**src/rtl/ins_fetch.sv**
```systemverilog
// Instruction fetch initiator: drives ins_mem, tracks the PC and hands
// each fetched word to the decoder over a valid/ready handshake.
module ins_fetch #(
   parameter int                    ADDR_WIDTH  = 8,
   parameter int                    INS_WIDTH   = 8,
   parameter logic [ADDR_WIDTH-1:0] START_ADDR  = '0,
   parameter logic [INS_WIDTH-1:0]  HALT_OPCODE = 8'hFF
) (
   input  logic                  clk,
   input  logic                  rst,
   input  logic                  start,
   output logic [ADDR_WIDTH-1:0] PC_address,
   output logic                  rEn,
   input  logic [INS_WIDTH-1:0]  instruction,
   output logic [INS_WIDTH-1:0]  ins_out,
   output logic [ADDR_WIDTH-1:0] pc_out,
   output logic                  ins_valid,
   input  logic                  ins_ready,
   input  logic                  jump_en,
   input  logic [ADDR_WIDTH-1:0] jump_addr,
   output logic                  busy,
   output logic                  halted
);

   typedef enum logic [2:0] {
      IDLE,
      REQ,
      WAIT,
      HOLD,
      HALTED
   } state_t;

   state_t                state, state_n;
   logic [ADDR_WIDTH-1:0] pc, pc_n;
   logic                  accept;

   assign busy   = (state == REQ) || (state == WAIT) || (state == HOLD);
   assign halted = (state == HALTED);
   assign accept = (state == HOLD) && ins_valid && ins_ready;

   always_comb begin
      state_n = state;
      pc_n    = pc;
      case (state)
         IDLE, HALTED: begin
            if (start) begin
               pc_n    = START_ADDR;
               state_n = REQ;
            end
         end
         REQ:  state_n = WAIT;
         WAIT: state_n = HOLD;
         HOLD: begin
            if (accept) begin
               if (ins_out == HALT_OPCODE) begin
                  state_n = HALTED;
               end else begin
                  pc_n    = pc + 1'b1;
                  state_n = REQ;
               end
            end
         end
         default: state_n = IDLE;
      endcase
      // A redirect overrides sequential advance and halt alike
      if (jump_en && busy) begin
         pc_n    = jump_addr;
         state_n = REQ;
      end
   end

   always_ff @(posedge clk) begin
      if (rst) begin
         state      <= IDLE;
         pc         <= '0;
         PC_address <= '0;
         rEn        <= 1'b0;
         ins_out    <= '0;
         pc_out     <= '0;
         ins_valid  <= 1'b0;
      end else begin
         state <= state_n;
         pc    <= pc_n;
         rEn   <= (state_n == REQ);
         if (state_n == REQ) begin
            PC_address <= pc_n;
         end
         if (state == WAIT && !jump_en) begin
            ins_out   <= instruction;
            pc_out    <= pc;
            ins_valid <= 1'b1;
         end else if (state == HOLD && (accept || jump_en)) begin
            ins_valid <= 1'b0;
         end
      end
   end

endmodule

```
**config.mk**
```make
export PLATFORM = sky130hd
export DESIGN_NAME = ins_fetch
export DESIGN_NICKNAME = d
export VERILOG_FILES = /design/src/rtl/ins_fetch.sv
export SDC_FILE = /design/constraint.sdc
export NUM_CORES = 1
export LEC_CHECK = 0
export ABC_CLOCK_PERIOD_IN_PS = 5030
export BUFFER_PORTS_ARGS = -buffer_cell sky130_fd_sc_hd__clkbuf_2
export CORE_AREA = 3 3 72 101
export DETAILED_ROUTE_END_ITERATION = 8
export DIE_AREA = 0 0 75 104
export SLEW_MARGIN = 20
export SYNTH_ARGS = -nofsm -noshare
export SYNTH_HDL_FRONTEND = slang
export SYNTH_SLANG_ARGS = --single-unit
```
**constraint.sdc**
```tcl
create_clock -name clk -period 5.03 [get_ports clk]
set_input_delay 1.006 -clock clk [delete_from_list [all_inputs] [get_ports clk]]
set_output_delay 1.006 -clock clk [all_outputs]
set_load 0.05 [all_outputs]
```
==> flow_metrics.py, run 1 <==
metrics = {
    "die": {
        "die_h_um": 104,
        "core_area_sq_um": 6530,
        "io_pins": 49,
        "initial_core_util": 0.262,
        "die_x_um": 75,
        "rows": 35,
        "die-area_sq_um": 7800,
    },
    "critical_path": {
        "cp.required_ns": 4.02,
        "cpPeakStageDelay_ns": 0.39,
        "end_kind": "output port",
        "crit_type": "flip-flop to output port",
        "crit_family": "simple AND/OR/NAND/NOR gates",
        "path_cells": "nor2_2 > and2_1 > clkbuf_2",
        "path_max_fanout": 9,
        "cp-start-kind": "flip-flop",
        "crit_arrival_ns": 1.50,
        "path_buf_inv": 1,
        "slowest_stage": "dfxtp_1",
    },
    "layout": {
        "fill_cells": 699,
        "syn_to_final_growth_pct": 22.6,
        "multi_input_area_sq_um": 881,
        "regArea_sq_um": 741,
        "diodes": 0,
        "final_cell_mix": "clkbuf_2 (48), dfxtp_1 (37), nand2_1 (36)",
        "fin_util": 0.321,
        "final_common_cell": "clkbuf_2",
        "nNetsFinal": 271,
        "final_layout_size_suffix_gt1_frac": 0.252,
    },
    "yosys": {
        "syn_inst": 205,
        "yosysSeqAreaShare": 0.433,
        "synth_edf_count": 0,
        "synth-main-ff-cell": "dfxtp_1",
        "ys_ff_latch": 37,
        "synth_cell_types": 50,
        "async_reset_ff_frac": 0,
        "yosys_warnings": 0,
        "synth_nets": 227,
        "syn-mean-instance-area_sq_um": 8.34,
        "syn_area_sq_um": 1710,
    },
    "clock_network": {
        "cts_resized": 0,
        "numCtsBuffers": 5,
        "cts_setup_buffers": 0,
        "ctsHoldBuffers": 0,
        "root_buffer": "clkbuf_8",
        "cts_buffer_depth": 2,
        "clock-sinks": 37,
        "clk-insertion-delay-late_ns": 0.29,
        "htree_levels": 2,
        "path_clk_slew_ns": 0.07,
        "tritoncts": "done",
    },
    "run_status": {
        "status": "complete, no violations",
    },
    "grt": {
        "antenna_found_initial": 0,
        "grt_overflow": 0,
        "grt_usage": 0.123,
        "first_global_vias": 1534,
        "grt_pass1_wl_um": 7480,
        "grt_start_max_net_pins": 40,
    },
    "timing": {
        "period_minus_slack_ns": 2.50,
        "rsz0062_at_grt": "no",
        "setup_viol": 0,
        "period_share": 0.497,
        "hold_viol_final": 0,
        "clock_skew_ns": 0.00985,
        "fmax_mhz": 400,
        "relSlewSlack": 0.435,
        "slew_viol_final": 0,
        "tightest_slew_ns": 0.842,
        "setup_tns_ns": 0,
    },
    "drt": {
        "drtAntennaViolNets": 0,
        "route.detailed.drc": 0,
        "avgRoutedWirePerCell_um": 14.4,
        "first_pass_iters": 4,
        "wirelength_um": 4660,
        "routed_via_density": 5.07,
        "drt-initial-drc-count": 116,
        "vias": 1643,
    },
    "run": {
        "timing.max_cap.violations": 0,
    },
    "pwr": {
        "leakage_nw": 0.823,
        "powerDensity_nw_per_um2": 329,
        "vdd_drop_max_uv": 115,
    },
    "placement": {
        "hpwlAfterDp_um": 3430,
        "place.gp.congestion": 0.894,
        "port-buffer-count": 48,
    },
    "min_path": {
        "hp-class": "flip-flop to flip-flop",
    },
}
==> per-stage QoR <==
| stage | setup slack, ns | power [mW] | cells | hold slack, ns | cell area, sq um |
|---|---|---|---|---|---|
| floorplan | 2.71 | 0.401 | 205 | 0.457 | 1710 |
| finish | 2.53 | 0.691 | 324 | 0.456 | 2100 |
| CTS | 2.52 | 0.698 | 324 | 0.458 | 2100 |
| global route | 2.34 | 0.720 | 324 | 0.486 | 2100 |
| detailed placement | 2.31 | 0.430 | 316 | 0.447 | 1980 |
| global placement | 2.37 | 0.430 | 316 | 0.445 | 1980 |
==> synthesized netlist by cell type (all sizes together) (3+ instances only) <==
cell type / n / area (sq um)
a32oi: 3 / 26.3
nand3b: 4 / 30.0
nor4: 4 / 31.3
and3: 3 / 18.8
nor3: 4 / 20.0
clkbuf: 6 / 22.5
inv: 5 / 18.8
a211oi: 7 / 62.6
nand3: 3 / 20.0
nand4: 3 / 18.8
dfxtp: 37 / 741
a21oi: 17 / 85.1
nand2: 36 / 135
buf: 6 / 47.5
o21ai: 8 / 40.0
nor2: 24 / 92.6
==> layout make-up <==
type                    count  area share
multi-input cells         151       0.420
well taps                  74      0.0442
flip-flops and latches     37       0.353
clock inverters             1      0.0143
repair buffers             49       0.118
inverters                   5     0.00895
clock buffers               7      0.0412
==> state kept, by name (all words and copies together) (netlist names) <==
| signal | count |
|---|---|
| pc | 8 |
| state | 3 |
| pc_out | 8 |
| PC_address | 8 |
| rEn | 1 |
| ins_valid | 1 |
| ins_out | 8 |
==> cells by family after synthesis <==
| family | after synthesis | share of synthesized area |
|---|---|---|
| AO/OA/AOI/OAI | 53 | 0.219 |
| XOR/XNOR | 2 | 0.0102 |
| adder cells (fa/ha/maj) | 1 | 0.00731 |
| buffers and inverters | 17 | 0.0519 |
| flip-flops | 37 | 0.433 |
| multiplexers | 2 | 0.0124 |
| AND/OR/NAND/NOR | 93 | 0.266 |
==> worst register-to-register path: stages, from the launching register on <==
cell,delay [ns]
dfxtp_1,0.39
nor2_2,0.33
mux2i_1,0.56
o21ai_1,0.46
nor2_1,0.23
a211oi_2,0.06
==> where the power goes <==
| part | total [mW] | leakage (nW) | internal [mW] | switching, mW |
|---|---|---|---|---|
| clock network | 0.268 | 0.0585 | 0.162 | 0.106 |
| logic | 0.103 | 0.464 | 0.0307 | 0.0726 |
| registers | 0.319 | 0.301 | 0.305 | 0.0135 |
| total | 0.691 | 0.823 | 0.498 | 0.193 |
==> layer usage <==
layer	up-vias	GRT usage	part of all wire
li1	827	-	-
met1	772	0.145	0.41
met2	38	0.202	0.51
met3	6	0.0358	0.059
met4	0	0.0534	0.020
met5	-	0	0
==> final timing paths <==
path	startpoint	end	slack, ns	cells past startpoint
worst min-delay path	pc_out[3]	pc_out[3]	0.46	2
worst max-delay path	state[1]	halted	2.53	3
worst min register to register	pc_out[3]	pc_out[3]	0.46	2
worst max register to register	state[1]	PC_address[3]	2.84	5
Power figures use the tool's default switching activity.
==> run 2, diff against run 1 <==
Settings changed: ABC_CLOCK_PERIOD_IN_PS 5030 to 2540.
Clock period 5.03 ns to 2.54 ns, I/O delays scaled along.
==> run 2 against run 1 <==
Net effect: setup slack got worse by 2.2 ns; sequential share of layout area decreased by 0.13 points; wire length increased by 2.0%; register-to-register slack got worse by 2.6 ns; clock power increased by 95%; final cell count increased by 0.31%; global-route usage increased by 0.35 points; count of clock-buffer cells in the layout unchanged; non-clock buffer count increased by 1; die area unchanged.
==> flow_metrics.py, run 2 (same netlist as run 1, synthesis figures left out) <==
metrics = {
    "run_status": {
        "status": "complete, no violations",
    },
    "die": {
        "die_x_um": 75,
        "io_pins": 49,
        "die-area_sq_um": 7800,
        "core_area_sq_um": 6530,
        "die_h_um": 104,
        "initial_core_util": 0.262,
        "rows": 35,
    },
    "critical_path": {
        "path_buf_inv": 0,
        "cp.depth": 5,
        "r2r_slack_ns": 0.28,
        "r2r_end": "PC_address[1]",
        "crit_path_end": "PC_address[1]",
        "crit_type": "flip-flop to flip-flop",
        "cp-start-kind": "flip-flop",
        "r2r-start": "state[1]",
        "crit_arrival_ns": 2.49,
        "end_kind": "flip-flop",
        "path_max_fanout": 12,
        "slowest_stage": "mux2i_1",
        "cpPeakStageDelay_ns": 0.58,
        "cp.required_ns": 2.77,
        "crit_path_start": "state[1]",
        "crit_family": "simple AND/OR/NAND/NOR gates",
        "path_cells": "nor2_2 > mux2i_1 > o21ai_1 > nor3b_1 > a21o_1",
        "r2r_cells": 5,
    },
    "clock_network": {
        "numCtsBuffers": 5,
        "clock-sinks": 37,
        "cts_setup_buffers": 0,
        "path_clk_slew_ns": 0.07,
        "clk-insertion-delay-late_ns": 0.29,
        "cts_resized": 0,
        "root_buffer": "clkbuf_8",
        "htree_levels": 2,
        "ctsHoldBuffers": 0,
        "tritoncts": "done",
        "cts_buffer_depth": 2,
    },
    "grt": {
        "grt_start_max_net_pins": 40,
        "antenna_found_initial": 0,
        "grt_overflow": 0,
        "first_global_vias": 1643,
        "grt_usage": 0.127,
        "grt_pass1_wl_um": 7830,
    },
    "timing": {
        "period_minus_slack_ns": 2.26,
        "hold_viol_final": 0,
        "fmax_mhz": 443,
        "rsz0062_at_grt": "no",
        "slew_viol_final": 0,
        "relSlewSlack": 0.415,
        "setup_viol": 0,
        "tightest_slew_ns": 0.872,
        "setup_tns_ns": 0,
        "period_share": 0.890,
        "clock_skew_ns": 0.00853,
    },
    "placement": {
        "hpwlAfterDp_um": 3500,
        "place.gp.congestion": 0.857,
        "placed_cells": 317,
        "port-buffer-count": 48,
    },
    "layout": {
        "diodes": 0,
        "final_common_cell": "clkbuf_2",
        "syn_to_final_growth_pct": 23.0,
        "nNetsFinal": 272,
        "final_cell_mix": "clkbuf_2 (48), dfxtp_1 (37), nand2_1 (36)",
        "final_layout_size_suffix_gt1_frac": 0.255,
        "fin_cells": 325,
    },
    "drt": {
        "wirelength_um": 4750,
        "drtAntennaViolNets": 0,
        "drt-initial-drc-count": 78,
        "routed_via_density": 5.10,
        "avgRoutedWirePerCell_um": 14.6,
        "first_pass_iters": 4,
        "vias": 1658,
        "route.detailed.drc": 0,
    },
    "run": {
        "timing.max_cap.violations": 0,
    },
    "pwr": {
        "powerDensity_nw_per_um2": 647,
        "power_mw": 1.36,
        "vdd_drop_max_uv": 228,
        "leakage_nw": 0.828,
    },
    "min_path": {
        "hp-class": "primary input to flip-flop",
    },
}
[run 2: cell types whose count changed in the layout (fill, tap and decap cells not counted)]
cell	before	now
buf_4	1	2
[run 2: final cells by class]
| type | instances | area, sq um |
|---|---|---|
| Fill cell | 704 | 4420 |
| Timing Repair Buffer | 50 | 255 |
| Sequential cell | 37 | 741 |
| Multi-Input combinational cell | 151 | 881 |
| Clock inverter | 1 | 30.0 |
| Inverter | 5 | 18.8 |
| Clock buffer | 7 | 86.3 |
| Tap cell | 74 | 92.6 |
[run 2: power breakdown]
group          internal [mW]  total, mW  switching, mW
registers              0.605      0.632         0.0268
clock network          0.320      0.523          0.203
logic                 0.0619      0.207          0.145
total                  0.987       1.36          0.375
[run 2: worst min path at each step]
stage | startpoint | to | slack [ns] | cells after the start
after detailed placement | pc_out[3] | pc_out[3] | 0.45 | 2
final | instruction[6] | ins_out[6] | 0.43 | 3
after floorplan | pc[7] | pc_out[7] | 0.46 | 2
after global placement | pc_out[3] | pc_out[3] | 0.45 | 2
after CTS | instruction[6] | ins_out[6] | 0.43 | 3
after global routing | instruction[2] | ins_out[2] | 0.43 | 3
[run 2: stage by stage]
step / instance area [sq um] / setup slack (ns) / hold WS (ns) / util
floorplan: 1710 / 0.506 / 0.457 / -
global placement: 1990 / 0.381 / 0.447 / 0.305
detailed placement: 1990 / 0.264 / 0.449 / 0.305
CTS: 2100 / 0.343 / 0.426 / 0.323
global route: 2100 / 0.0169 / 0.434 / 0.323
finish: 2100 / 0.280 / 0.434 / 0.323
[run 2: metal layers]
layer	part of all wire	global-route usage	vias up
met3	0.057	0.0319	8
met2	0.51	0.201	47
met4	0.022	0.0522	0
li1	-	-	827
met1	0.41	0.159	776
met5	0	0	-
[run 2: worst reg2reg max path: cells and delay by family, from the launching register on]
| kind | cells | cell delay, ns |
|---|---|---|
| and+or+nand+nor | 2 | 0.66 |
| muxes | 1 | 0.58 |
| AOI/OAI and AO/OA | 2 | 0.58 |
| DFF | 1 | 0.39 |
==> run 3, diff against run 2 <==
Settings changed: GPL_ROUTABILITY_DRIVEN set to 0, GPL_TIMING_DRIVEN set to 0, RECOVER_POWER set to 50.
==> run 3 against run 2 <==
Net effect: via count grew 2.5%; largest cell class unchanged; largest power group unchanged; highest routed layer unchanged; clock power shrank 23%; count of clock-buffer cells in the layout shrank 1.
==> flow_metrics.py, run 3 (same netlist as run 1, synthesis figures left out) <==
metrics = {
    "critical_path": {
        "cp-start-kind": "flip-flop",
        "cp.required_ns": 2.74,
        "path_max_fanout": 9,
        "crit_arrival_ns": 2.43,
        "crit_type": "flip-flop to flip-flop",
        "end_kind": "flip-flop",
    },
    "grt": {
        "grt_pass1_wl_um": 7520,
        "grt_usage": 0.125,
        "grt_overflow": 0,
        "grt_start_max_net_pins": 12,
        "first_global_vias": 1516,
        "antenna_found_initial": 0,
    },
    "layout": {
        "nNetsFinal": 282,
        "fill_cells": 717,
        "syn_to_final_growth_pct": 21.9,
        "final_common_cell": "dfxtp_1",
        "regArea_sq_um": 741,
        "final_cell_mix": "dfxtp_1 (37), nand2_1 (36), clkbuf_1 (35)",
        "diodes": 0,
        "fin_cells": 335,
        "final_layout_size_suffix_gt1_frac": 0.153,
        "multi_input_area_sq_um": 881,
    },
    "placement": {
        "pre_cts_slack_ns": 0.361,
        "port-buffer-count": 48,
        "hpwlAfterDp_um": 3650,
        "placed_cells": 327,
    },
    "drt": {
        "drt-initial-drc-count": 82,
        "wirelength_um": 4770,
        "routed_via_density": 5.07,
        "route.detailed.drc": 0,
        "avgRoutedWirePerCell_um": 14.2,
        "vias": 1699,
        "drtAntennaViolNets": 0,
        "first_pass_iters": 4,
    },
    "clock_network": {
        "clock-sinks": 37,
        "htree_levels": 2,
        "cts_setup_buffers": 0,
        "ctsHoldBuffers": 0,
        "path_clk_slew_ns": 0.08,
        "tritoncts": "done",
        "root_buffer": "clkbuf_8",
        "cts_resized": 0,
        "cts_buffer_depth": 2,
        "numCtsBuffers": 5,
        "clk-insertion-delay-late_ns": 0.29,
    },
    "timing": {
        "tightest_slew_ns": 0.630,
        "setup_viol": 0,
        "rsz0062_at_grt": "no",
        "hold_viol_final": 0,
        "period_minus_slack_ns": 2.23,
        "slew_viol_final": 0,
        "holdWs_ns": 0.427,
        "clock_skew_ns": 0.0104,
        "timing.final.ws_setup_ns": 0.314,
        "relSlewSlack": 0.568,
        "setup_tns_ns": 0,
        "period_share": 0.877,
        "fmax_mhz": 449,
    },
    "min_path": {
        "hp-class": "primary input to flip-flop",
    },
    "die": {
        "die_x_um": 75,
        "die-area_sq_um": 7800,
        "io_pins": 49,
        "die_h_um": 104,
        "initial_core_util": 0.262,
        "rows": 35,
        "core_area_sq_um": 6530,
    },
    "run": {
        "timing.max_cap.violations": 0,
    },
    "pwr": {
        "powerDensity_nw_per_um2": 596,
        "vdd_drop_max_uv": 287,
        "leakage_nw": 0.747,
        "power_mw": 1.24,
    },
    "run_status": {
        "status": "complete, no violations",
    },
}
## run 3: cell count changes in the layout (fill, tap and decap cells not counted), sizes merged
cell and delta:
buf +2, clkinv +2, bufinv -1, clkbuf +7
## run 3: path summary, 6_finish.rpt
check | startpoint | end | slack (ns) | depth (start not counted)
min | instruction[7] | ins_out[7] | 0.43 | 3
min reg2reg | pc_out[1] | pc_out[1] | 0.45 | 2
max reg2reg | state[1] | PC_address[0] | 0.31 | 6
max | state[1] | PC_address[0] | 0.31 | 6
## run 3: worst max-delay path: stages (launching register included)
cell and delay, ns:
dfxtp_1 0.30, clkbuf_1 0.18, nor2_2 0.33, mux2i_1 0.61, o21a_1 0.33, a221oi_1 0.13
a211oi_1 0.25
## run 3: final cells by class
cell class	instances	area share
Multi-Input combinational cell	151	0.423
Sequential cell	37	0.355
Timing Repair Buffer	48	0.0996
Tap cell	74	0.0444
Clock buffer	6	0.0348
Buffer	12	0.0294
Inverter	5	0.00900
Clock inverter	2	0.00480
## run 3: routing by layer
| layer | GRT usage | part of all wire |
|---|---|---|
| met2 | 0.213 | 0.51 |
| met5 | 0 | 0 |
| met4 | 0.0509 | 0.023 |
| met1 | 0.144 | 0.41 |
| met3 | 0.0309 | 0.057 |
## run 3: power breakdown
group | total [mW] | internal (mW) | switching (mW)
Sequential | 0.626 | 0.605 | 0.0212
Clock | 0.402 | 0.190 | 0.211
Combinational | 0.215 | 0.0631 | 0.152
Total | 1.24 | 0.858 | 0.385
## run 3: metrics by stage
| stage | util | cell area (sq um) |
|---|---|---|
| global route | 0.319 | 2080 |
| CTS | 0.326 | 2130 |
| finish | 0.319 | 2080 |
| detailed placement | 0.313 | 2040 |
| global placement | 0.313 | 2040 |
| floorplan | - | 1710 |
